===== config.mk =====
export PLATFORM = sky130hd
export DESIGN_NAME = bitmap_requester
export DESIGN_NICKNAME = d
export VERILOG_FILES = /design/src/rtl/bitmap_pkg.sv /design/src/rtl/bitmap_rel_fifo.sv /design/src/rtl/bitmap_requester.sv
export SDC_FILE = /design/constraint.sdc
export NUM_CORES = 1
export LEC_CHECK = 0
export ABC_AREA = 1
export BUFFER_PORTS_ARGS = -buffer_cell sky130_fd_sc_hd__buf_2
export CAP_MARGIN = 20
export CORE_ASPECT_RATIO = 0.6
export CORE_UTILIZATION = 30
export CTS_BUF_LIST = sky130_fd_sc_hd__clkbuf_8
export CTS_CLUSTER_SIZE = 14
export DETAILED_ROUTE_END_ITERATION = 8
export PLACE_DENSITY = 0.57
export SLEW_MARGIN = 25
export SYNTH_ARGS = -nofsm -noshare
export SYNTH_HDL_FRONTEND = slang
export SYNTH_SLANG_ARGS = --single-unit

===== constraint.sdc =====
create_clock -name CLK -period 2.49 [get_ports CLK]
set_input_delay 0.1245 -clock CLK [delete_from_list [all_inputs] [get_ports CLK]]
set_output_delay 0.1245 -clock CLK [all_outputs]
set_load 0.005 [all_outputs]

===== src/rtl/bitmap_pkg.sv =====
// Shared definitions for the bitmap allocator client: control encodings,
// requester FSM states and index-width helper.
package bitmap_pkg;

  localparam logic [1:0] FL_CLAIM_IDLE = 2'b01;
  localparam logic [1:0] FL_FREE_IDLE  = 2'b10;
  localparam logic [1:0] FL_IDLE       = 2'b11;

  typedef enum logic [1:0] {
    IDLE   = 2'd0,
    CLAIM  = 2'd1,
    SETTLE = 2'd2,
    FREE   = 2'd3
  } req_state_t;

  function automatic int idx_width(input int n);
    return (n <= 2) ? 1 : $clog2(n);
  endfunction

endpackage


===== src/rtl/bitmap_rel_fifo.sv =====
// Show-ahead synchronous FIFO holding pending slot releases.
module bitmap_rel_fifo #(
  parameter int WIDTH = 5,
  parameter int DEPTH = 4
) (
  input  logic             CLK,
  input  logic             RSTN,
  input  logic             i_push,
  input  logic [WIDTH-1:0] i_data,
  input  logic             i_pop,
  output logic [WIDTH-1:0] o_data,
  output logic             o_empty,
  output logic             o_full
);

  localparam int AW = (DEPTH <= 2) ? 1 : $clog2(DEPTH);

  logic [WIDTH-1:0] r_mem [DEPTH];
  logic [AW:0]      r_wptr;
  logic [AW:0]      r_rptr;
  logic             w_do_push;
  logic             w_do_pop;

  assign w_do_push = i_push && !o_full;
  assign w_do_pop  = i_pop && !o_empty;

  // Extra pointer bit distinguishes full from empty when the index bits match.
  assign o_empty = (r_wptr == r_rptr);
  assign o_full  = (r_wptr[AW] != r_rptr[AW]) && (r_wptr[AW-1:0] == r_rptr[AW-1:0]);
  assign o_data  = r_mem[r_rptr[AW-1:0]];

  always_ff @(posedge CLK) begin
    if (w_do_push) begin
      r_mem[r_wptr[AW-1:0]] <= i_data;
    end
  end

  always_ff @(posedge CLK) begin
    if (!RSTN) begin
      r_wptr <= '0;
      r_rptr <= '0;
    end else begin
      if (w_do_push) begin
        r_wptr <= r_wptr + (AW+1)'(1);
      end
      if (w_do_pop) begin
        r_rptr <= r_rptr + (AW+1)'(1);
      end
    end
  end

endmodule


===== src/rtl/bitmap_requester.sv =====
// Client front end for the bitmap slot allocator: sequences claims and frees,
// tracks issued slots in a shadow bitmap and filters out invalid releases.
module bitmap_requester
  import bitmap_pkg::*;
#(
  parameter int LIST_SIZE = 32,
  parameter int REL_DEPTH = 4
) (
  input  logic                              CLK,
  input  logic                              RSTN,
  input  logic                              ALLOC_REQ,
  output logic                              ALLOC_ACK,
  output logic [idx_width(LIST_SIZE)-1:0]   ALLOC_IDX,
  input  logic                              REL_VALID,
  output logic                              REL_READY,
  input  logic [idx_width(LIST_SIZE)-1:0]   REL_IDX,
  output logic                              REL_ERR,
  output logic [1:0]                        BM_CONTROL,
  output logic [idx_width(LIST_SIZE)-1:0]   BM_CLAIM,
  output logic [idx_width(LIST_SIZE)-1:0]   BM_FREE,
  input  logic [idx_width(LIST_SIZE)-1:0]   BM_AVAILABLE,
  input  logic                              BM_VALID,
  output logic [idx_width(LIST_SIZE):0]     OUTSTANDING
);

  localparam int IW = idx_width(LIST_SIZE);

  req_state_t           r_state,       w_state_next;
  logic [1:0]           r_ctrl,        w_ctrl_next;
  logic [IW-1:0]        r_claim,       w_claim_next;
  logic [IW-1:0]        r_free,        w_free_next;
  logic [IW-1:0]        r_alloc_idx,   w_alloc_idx_next;
  logic                 r_ack,         w_ack_next;
  logic                 r_err,         w_err_next;
  logic [LIST_SIZE-1:0] r_shadow,      w_shadow_next;
  logic [IW:0]          r_outstanding, w_outstanding_next;
  logic                 r_last_free,   w_last_free_next;
  logic                 r_free_settle, w_free_settle_next;
  logic                 r_live;

  logic          w_push;
  logic          w_pop;
  logic [IW-1:0] w_head;
  logic          w_empty;
  logic          w_full;
  logic          w_can_claim;

  assign w_push    = REL_VALID && REL_READY;
  assign REL_READY = r_live && !w_full;

  bitmap_rel_fifo #(
    .WIDTH (IW),
    .DEPTH (REL_DEPTH)
  ) u_rel_fifo (
    .CLK     (CLK),
    .RSTN    (RSTN),
    .i_push  (w_push),
    .i_data  (REL_IDX),
    .i_pop   (w_pop),
    .o_data  (w_head),
    .o_empty (w_empty),
    .o_full  (w_full)
  );

  // While ACK is high the held request still belongs to the grant being acknowledged.
  assign w_can_claim = ALLOC_REQ && BM_VALID && !r_ack;

  always_comb begin
    w_state_next       = r_state;
    w_ctrl_next        = FL_IDLE;
    w_claim_next       = r_claim;
    w_free_next        = r_free;
    w_alloc_idx_next   = r_alloc_idx;
    w_ack_next         = 1'b0;
    w_err_next         = 1'b0;
    w_shadow_next      = r_shadow;
    w_outstanding_next = r_outstanding;
    w_last_free_next   = r_last_free;
    w_free_settle_next = 1'b0;
    w_pop              = 1'b0;
    case (r_state)
      IDLE: begin
        // The cycle right after a free is a no-op so the allocator outputs settle.
        if (!r_free_settle) begin
          if (w_can_claim && (w_empty || r_last_free)) begin
            w_claim_next     = BM_AVAILABLE;
            w_alloc_idx_next = BM_AVAILABLE;
            w_ctrl_next      = FL_FREE_IDLE;
            w_last_free_next = 1'b0;
            w_state_next     = CLAIM;
          end else if (!w_empty) begin
            w_pop = 1'b1;
            if (r_shadow[w_head]) begin
              w_free_next      = w_head;
              w_ctrl_next      = FL_CLAIM_IDLE;
              w_last_free_next = 1'b1;
              w_state_next     = FREE;
            end else begin
              w_err_next = 1'b1;
            end
          end
        end
      end
      CLAIM: begin
        w_shadow_next[r_claim] = 1'b1;
        w_outstanding_next     = r_outstanding + (IW+1)'(1);
        w_state_next           = SETTLE;
      end
      SETTLE: begin
        w_ack_next   = 1'b1;
        w_state_next = IDLE;
      end
      FREE: begin
        w_shadow_next[r_free] = 1'b0;
        w_outstanding_next    = r_outstanding - (IW+1)'(1);
        w_free_settle_next    = 1'b1;
        w_state_next          = IDLE;
      end
      default: begin
        w_state_next = IDLE;
      end
    endcase
  end

  always_ff @(posedge CLK) begin
    if (!RSTN) begin
      r_state       <= IDLE;
      r_ctrl        <= FL_IDLE;
      r_claim       <= '0;
      r_free        <= '0;
      r_alloc_idx   <= '0;
      r_ack         <= 1'b0;
      r_err         <= 1'b0;
      r_shadow      <= '0;
      r_outstanding <= '0;
      r_last_free   <= 1'b0;
      r_free_settle <= 1'b0;
      r_live        <= 1'b0;
    end else begin
      r_state       <= w_state_next;
      r_ctrl        <= w_ctrl_next;
      r_claim       <= w_claim_next;
      r_free        <= w_free_next;
      r_alloc_idx   <= w_alloc_idx_next;
      r_ack         <= w_ack_next;
      r_err         <= w_err_next;
      r_shadow      <= w_shadow_next;
      r_outstanding <= w_outstanding_next;
      r_last_free   <= w_last_free_next;
      r_free_settle <= w_free_settle_next;
      r_live        <= 1'b1;
    end
  end

  assign ALLOC_ACK   = r_ack;
  assign ALLOC_IDX   = r_alloc_idx;
  assign REL_ERR     = r_err;
  assign BM_CONTROL  = r_ctrl;
  assign BM_CLAIM    = r_claim;
  assign BM_FREE     = r_free;
  assign OUTSTANDING = r_outstanding;

endmodule


==> impl_metrics.json, run 1 <==
{
  "clock-sinks": 85,
  "p_int_uw": 2695,
  "synth_common_cells": "84 x nand2_1, 78 x a21oi_1, 65 x dfxtp_1, 59 x nand3_1, 58 x nor3_1",
  "critPathLaunchType": "register",
  "async_flop_share_pct": 0,
  "post_cts_buffers": 0,
  "clk_path_buf_depth": 2,
  "netSwitchingPower_uw": 1978,
  "portBuffers": 40,
  "clkPwrFrac_pct": 21.1,
  "total_power_uw": 4673,
  "numCtsBuffers": 9,
  "cp_slowest_cell": "dfxtp_2",
  "drt_wl_total_mm": 11.86,
  "num_vias": 3869,
  "fin_crit_ps": 2252,
  "crit_path_frequent_cell": "nand3_1",
  "synth-seq-cells": 85,
  "holdCritStartpoint": "REL_IDX[0]",
  "ys.flop_type": "dfxtp_1",
  "synth_edf_count": 20,
  "place_hpwl_mm": 8.694,
  "initial_core_util_pct": 31.42,
  "wire_per_inst_um": 15.81,
  "grt_pass1_wl_mm": 18.91,
  "max-cap-violations": 0,
  "routabilityCongestion": 0.8676,
  "synth_top_area_cell": "dfxtp_1",
  "grt_pass1_vias": 3553,
  "drv_slew": 0,
  "viasPerCell": 5.159,
  "critPathMaxFanout": 18,
  "slowest_delay_ps": 470,
  "synth_top_area_share_pct": 31.53,
  "ant_nets": 0,
  "chipWidth_um": 153.4,
  "synth_area_leaders": "dfxtp_1 32%, edfxtp_1 15%, a21oi_1 9.5%, nand2_1 7.6%, nand3_1 7.2%",
  "pwr-share-comb_pct": 40.6,
  "worstSetupPathType": "register to register",
  "fmax_mhz": 444.0,
  "syn_nets": 546,
  "synth.most_common_cell": "nand2_1",
  "worstPathRequired_ps": 2750,
  "swShare_pct": 42.33,
  "core-area_mm2": 0.01313,
  "fp.dieArea_mm2": 0.01424,
  "cp.arrival_ps": 2510,
  "route.detailed.drc": 0,
  "crit_chain": "inv_2 -> nand2_1 -> nand3_4 -> nand2_4 -> inv_1 -> nand2_1 -> nand3_1 -> nand3_1 -> nand3_1 -> nand3_1 -> nand2_2 -> a21oi_1 -> nor2_1",
  "endpoint_kind": "register",
  "clk_pin_slew_ps": 80,
  "fin_tns_setup_ps": 0,
  "finalHoldViolCount": 0,
  "critPathBufInv": 2,
  "die_height_um": 92.85,
  "grt-ovfl-total": 0,
  "p_leak_uw": 0.001887,
  "powerDensity_mw_per_mm2": 970.3,
  "areaGrowthSynthToFinish_pct": 16.71,
  "worstMarginPinSlew_ps": 845.4,
  "status": "finished clean",
  "io-pin-count": 41,
  "synth.avg_cell_area_um2": 7.920,
  "insertedDiodeCount": 0,
  "htree_levels": 3,
  "clock_latency_ps": 360,
  "firstDrtPassIters": 5,
  "ir_drop_mv": 0.3595,
  "grt_antenna_before_repair": 0,
  "drive_above_1_share_pct": 16.55,
  "finalSetupViolCount": 0,
  "nets": 600,
  "seqPwrFrac_pct": 38.3,
  "first_iter_violations": 268,
  "fin_crit_sh_pct": 90.45,
  "syn_inst": 521,
  "syn_area_mm2": 0.004126,
  "root_buffer": "clkbuf_8",
  "ys_types": 37,
  "slew-limit-headroom_pct": 43.21,
  "fp-row-count": 32,
  "grt_usage_pct": 17.31,
  "fin_skew_ps": 6.830,
  "tritoncts": "done",
  "hold_path_class": "primary input to register",
  "ys_seq_area_share_pct": 46.09,
  "grt_max_degree": 37,
  "crit_family": "simple AND/OR/NAND/NOR gates",
  "ys_warn_count": 0
}
[metal layers]
metal,wire [um],vias to the layer above,part of all wire (%),GRT usage (%)
met5,0,-,0,0
met4,144,0,1.2,4.667
met3,1001,12,8.4,5.288
li1,-,1893,-,-
met1,6213,1814,52,25.42
met2,4496,150,38,23.97
[metrics by stage]
step	hold slack [ps]	area (um2)	util (%)	worst slack [ps]	instances
2_1_floorplan	152.2	4126	-	211.7	521
3_3_place_gp	341.7	4524	34.45	308.5	725
3_5_place_dp	343.8	4524	34.45	135.4	725
4_1_cts	2.724	4815	36.66	114.9	750
5_1_grt	3.962	4816	36.67	-2.788	750
6_report	24.30	4816	36.67	237.8	750
[power groups by stage]
stage	registers, uW	clock network, uW	logic [uW]
2_1_floorplan	1750	0	1450
3_5_place_dp	1810	0	1850
6_report	1790	986	1900
5_1_grt	1820	1060	2120
3_3_place_gp	1800	0	1800
4_1_cts	1790	1000	1880
[state kept, by name (all words and copies together) (netlist names), named ones only]
name and count:
r_shadow 32, BM_FREE 5, REL_ERR 1, ALLOC_IDX 5
BM_CONTROL 2, OUTSTANDING 6, ALLOC_ACK 1, u_rel_fifo.r_wptr 3
u_rel_fifo.r_mem 20, u_rel_fifo.r_rptr 3, r_state 2, r_live 1
r_free_settle 1, r_last_free 1
[worst paths after layout]
path / slack, ps / cells past startpoint / end
min: 20 / 1 / u_rel_fifo.r_mem[3][0]
min reg2reg: 470 / 2 / u_rel_fifo.r_rptr[2]
max reg2reg: 240 / 13 / BM_FREE[4]
max: 240 / 13 / BM_FREE[4]
[area by class of cell]
class,instances,area (um2)
multi-input combinational,371,1928
inverter,43,161.4
timing repair buffer,65,410.4
fill,1379,8317
clock inverter,6,62.56
sequential,85,1903
clock buffer,10,137.6
tap,170,212.7
[cell usage in the layout (no fill, tap or decap), types with 3 or more instances in the layout]
cell / netlist / final
nand2_2: 6 / 6
clkbuf_8: 0 / 10
nand3_1: 59 / 59
nand3_2: 3 / 3
inv_2: 3 / 3
buf_4: 7 / 16
ha_1: 9 / 9
nor2_1: 28 / 28
dlygate4sd3_1: 0 / 9
buf_2: 3 / 40
dfxtp_1: 65 / 64
inv_1: 40 / 40
edfxtp_1: 20 / 20
o21ai_0: 16 / 16
nor3_1: 58 / 58
xor2_1: 3 / 3
nand2_1: 84 / 84
a21oi_1: 78 / 78
or2_2: 5 / 5
[worst reg2reg max path, stage by stage, from the launching register on]
cell and delay (ps):
dfxtp_2 470, inv_2 130, nand2_1 120, nand3_4 170
nand2_4 240, inv_1 120, nand2_1 80, nand3_1 60
nand3_1 90, nand3_1 70, nand3_1 120, nand2_2 200
a21oi_1 200, nor2_1 70
[cell families (layout without fill, tap and decap cells)]
logic type	after synthesis	in the layout	synth area share, %
fa+ha+maj	10	10	3.214
flops	85	85	46.09
compound gates	104	104	13.46
simple gates	252	252	28.99
buf+inv	65	124	7.186
xor+xnor	5	5	1.061
[repair_timing]
item | CTS | global route
endpoints found under the setup margin | 0 | 9
hold endpoints to repair | 21 | 0
resized for setup | 0 | 1
hold buffers | 9 | 0
Power figures use the tool's default switching activity.
==> run 2: changes to the inputs <==
- CORE_MARGIN: unset -> 4
- CORE_UTILIZATION: 30 -> 61
- PLACE_DENSITY: 0.57 -> 0.93
- SYNTH_HIERARCHICAL: unset -> 1
==> run 2 against run 1 <==
- setup slack lost 22 ps
- cell area grew 0.16%
- fmax shrank 0.97%
- final cell count shrank 8.5%
- combinational power grew 9%
- critical path depth grew 1
- via count grew 5.7%
- clock-buffer cell count is the same
- total power grew 7.6%
- sequential power is essentially flat
- clock skew grew 4.1 ps
- hold slack gained 18 ps
- critical path type unchanged
- largest cell class unchanged
- largest power group unchanged
==> impl_metrics.json, run 2 <==
{
  "status": "finished clean",
  "crit_path_frequent_cell": "nand2_1",
  "synthAdderAreaFrac_pct": 2.035,
  "root_buffer": "clkbuf_8",
  "synth_area_leaders": "dfxtp_1 30%, edfxtp_1 14%, nand2_1 9.7%, a21oi_1 9.3%, nor3_1 5.5%",
  "drv_slew": 0,
  "die_height_um": 73.07,
  "synth.avg_cell_area_um2": 7.797,
  "critPathMaxFanout": 18,
  "p_leak_uw": 0.002040,
  "ys.flop_type": "dfxtp_1",
  "fin_skew_ps": 10.89,
  "largest_register_ff_count": 32,
  "syn_area_mm2": 0.004304,
  "rsz0062_at_grt": "no",
  "synth_compound_area_share_pct": 13.17,
  "fmax_mhz": 439.7,
  "synth_top_area_cell": "dfxtp_1",
  "io-pin-count": 41,
  "clk_pin_slew_ps": 80,
  "clock_latency_ps": 370,
  "fillers": 490,
  "drt_wl_total_mm": 11.39,
  "num_vias": 4090,
  "synth_edf_count": 20,
  "wire_per_inst_um": 16.60,
  "first_iter_violations": 593,
  "synth_top_family_by_area": "simple AND/OR/NAND/NOR gates",
  "cp.arrival_ps": 2540,
  "cp_slowest_cell": "dfxtp_1",
  "chipWidth_um": 116.4,
  "final_cell_mix": "111 x nand2_1, 80 x a21oi_1, 65 x dfxtp_1, 54 x inv_1, 47 x nor3_1",
  "synth-seq-cells": 85,
  "routabilityCongestion": 0.9795,
  "regMostFlops": "r_shadow",
  "initial_core_util_pct": 63.64,
  "ys_types": 37,
  "endpoint_kind": "register",
  "clk_path_buf_depth": 2,
  "tritoncts": "done",
  "holdWs_ps": 42.11,
  "post_cts_buffers": 0,
  "grt_usage_pct": 28.79,
  "multi_input_area_mm2": 0.002004,
  "insertedDiodeCount": 0,
  "ys_warn_count": 6,
  "numCtsBuffers": 9,
  "ys_seq_area_share_pct": 44.19,
  "fin_tns_setup_ps": 0,
  "finalSetupViolCount": 0,
  "slowest_delay_ps": 400,
  "clock-sinks": 85,
  "grt_max_degree": 36,
  "worstMarginPinSlew_ps": 715.7,
  "firstDrtPassIters": 6,
  "async_flop_share_pct": 0,
  "worstPathRequired_ps": 2760,
  "slew-limit-headroom_pct": 52.02,
  "syn_inst": 552,
  "synth.most_common_cell": "nand2_1",
  "critPathLaunchType": "register",
  "yosys.area_share.simple_pct": 30.35,
  "syn_nets": 574,
  "worstSetupPathType": "register to register",
  "viasPerCell": 5.962,
  "drive_above_1_share_pct": 15.69,
  "htree_levels": 3,
  "finalHoldViolCount": 0,
  "powerDensity_mw_per_mm2": 1043,
  "route.detailed.drc": 0,
  "synthMuxAreaShare_pct": 0,
  "fp.dieArea_mm2": 0.008508,
  "hold_path_class": "primary input to register",
  "max-cap-violations": 0,
  "fin_crit_ps": 2274,
  "grt-ovfl-total": 0,
  "fin_crit_sh_pct": 91.34,
  "synth_top_area_share_pct": 30.23,
  "fp-row-count": 23,
  "synth_xor_area_share_pct": 1.017,
  "portBuffers": 40,
  "synth_common_cells": "111 x nand2_1, 80 x a21oi_1, 65 x dfxtp_1, 54 x inv_1, 47 x nor3_1",
  "grt_pass1_vias": 3802,
  "ant_nets": 0,
  "crit_chain": "clkinvlp_4 -> o21ai_1 -> o22ai_1 -> buf_4 -> inv_8 -> nand2_1 -> nand3_1 -> nand3_1 -> nand2_1 -> nand2_1 -> nand3_4 -> nand3_4 -> o21bai_1 -> nor2_1",
  "seq_area_mm2": 0.001902,
  "grt_antenna_before_repair": 0,
  "place_hpwl_mm": 8.068,
  "areaGrowthSynthToFinish_pct": 12.06,
  "mostFrequentLayoutCell": "nand2_1",
  "core-area_mm2": 0.006763,
  "grt_pass1_wl_mm": 18.70,
  "nets": 616,
  "ir_drop_mv": 0.8063
}
==> run 2: changes by cell type in the layout (fill, tap and decap cells not counted), moves of 5 or more <==
cell     delta
inv_1      +14
nor3_4      +5
or2_2       -5
o22ai_1     +5
nand2_1    +27
nand3_1    -23
buf_4       -8
nor2_1     +10
nor3_1     -11
==> run 2: timing repair <==
item,in CTS,in global routing
hold buffers,5,0
endpoints found under the hold margin,20,0
setup endpoints to repair,0,6
gates resized for setup,0,2
==> run 2: kinds of logic after synthesis <==
group,count (synthesis)
AOI/OAI and AO/OA,110
buffers and inverters,82
and+or+nand+nor,263
xor gates and xnor gates,5
adders and majority gates,7
DFF,85
==> run 2: per-layer routing <==
layer,GRT usage (%),up-vias,part of all wire [%]
met5,0,-,0
met4,12.48,0,2.9
met3,8.699,44,12
met2,43.35,272,45
met1,38.61,1841,40
li1,-,1933,-
==> run 2: path summary, 6_finish.rpt <==
path / startpoint / end / slack (ps) / depth (start not counted)
max: register / BM_FREE[4] / 220 / 14
min: BM_AVAILABLE[3] / ALLOC_IDX[3] / 40 / 3
max reg2reg: register / BM_FREE[4] / 220 / 14
min reg2reg: r_state[1] / ALLOC_ACK / 500 / 2
==> run 2: final cells by class <==
class / count / area share [%]
Clock inverter: 6 / 2.283
Sequential cell: 85 / 39.43
Timing Repair Buffer: 53 / 6.433
Tap cell: 87 / 2.257
Clock buffer: 10 / 2.853
Multi-Input combinational cell: 385 / 41.56
Inverter: 60 / 5.188
==> run 2: where the power goes <==
part           switching [uW]  internal [uW]  total [uW]
Combinational            1400            673        2080
Sequential                187           1580        1760
Clock                     498            691        1190
==> run 2: through the flow <==
stage | worst slack, ps | util [%] | power [uW] | std cells | area, um2
4_1_cts | 279.4 | 71.27 | 4980 | 686 | 4820
3_3_place_gp | 459.0 | 66.86 | 3653 | 665 | 4522
2_1_floorplan | 518.6 | - | 3340 | 552 | 4304
3_5_place_dp | 341.2 | 66.86 | 3769 | 665 | 4522
6_report | 215.7 | 71.32 | 5030 | 686 | 4823
5_1_grt | 27.89 | 71.32 | 5322 | 686 | 4823
==> run 2: critical path, delay by kind of cell, from the launching register on <==
| kind | cells | cell delay, ps |
|---|---|---|
| AO/OA/AOI/OAI | 3 | 490 |
| buffers and inverters | 3 | 550 |
| AND/OR/NAND/NOR | 8 | 740 |
| flip-flops | 1 | 400 |
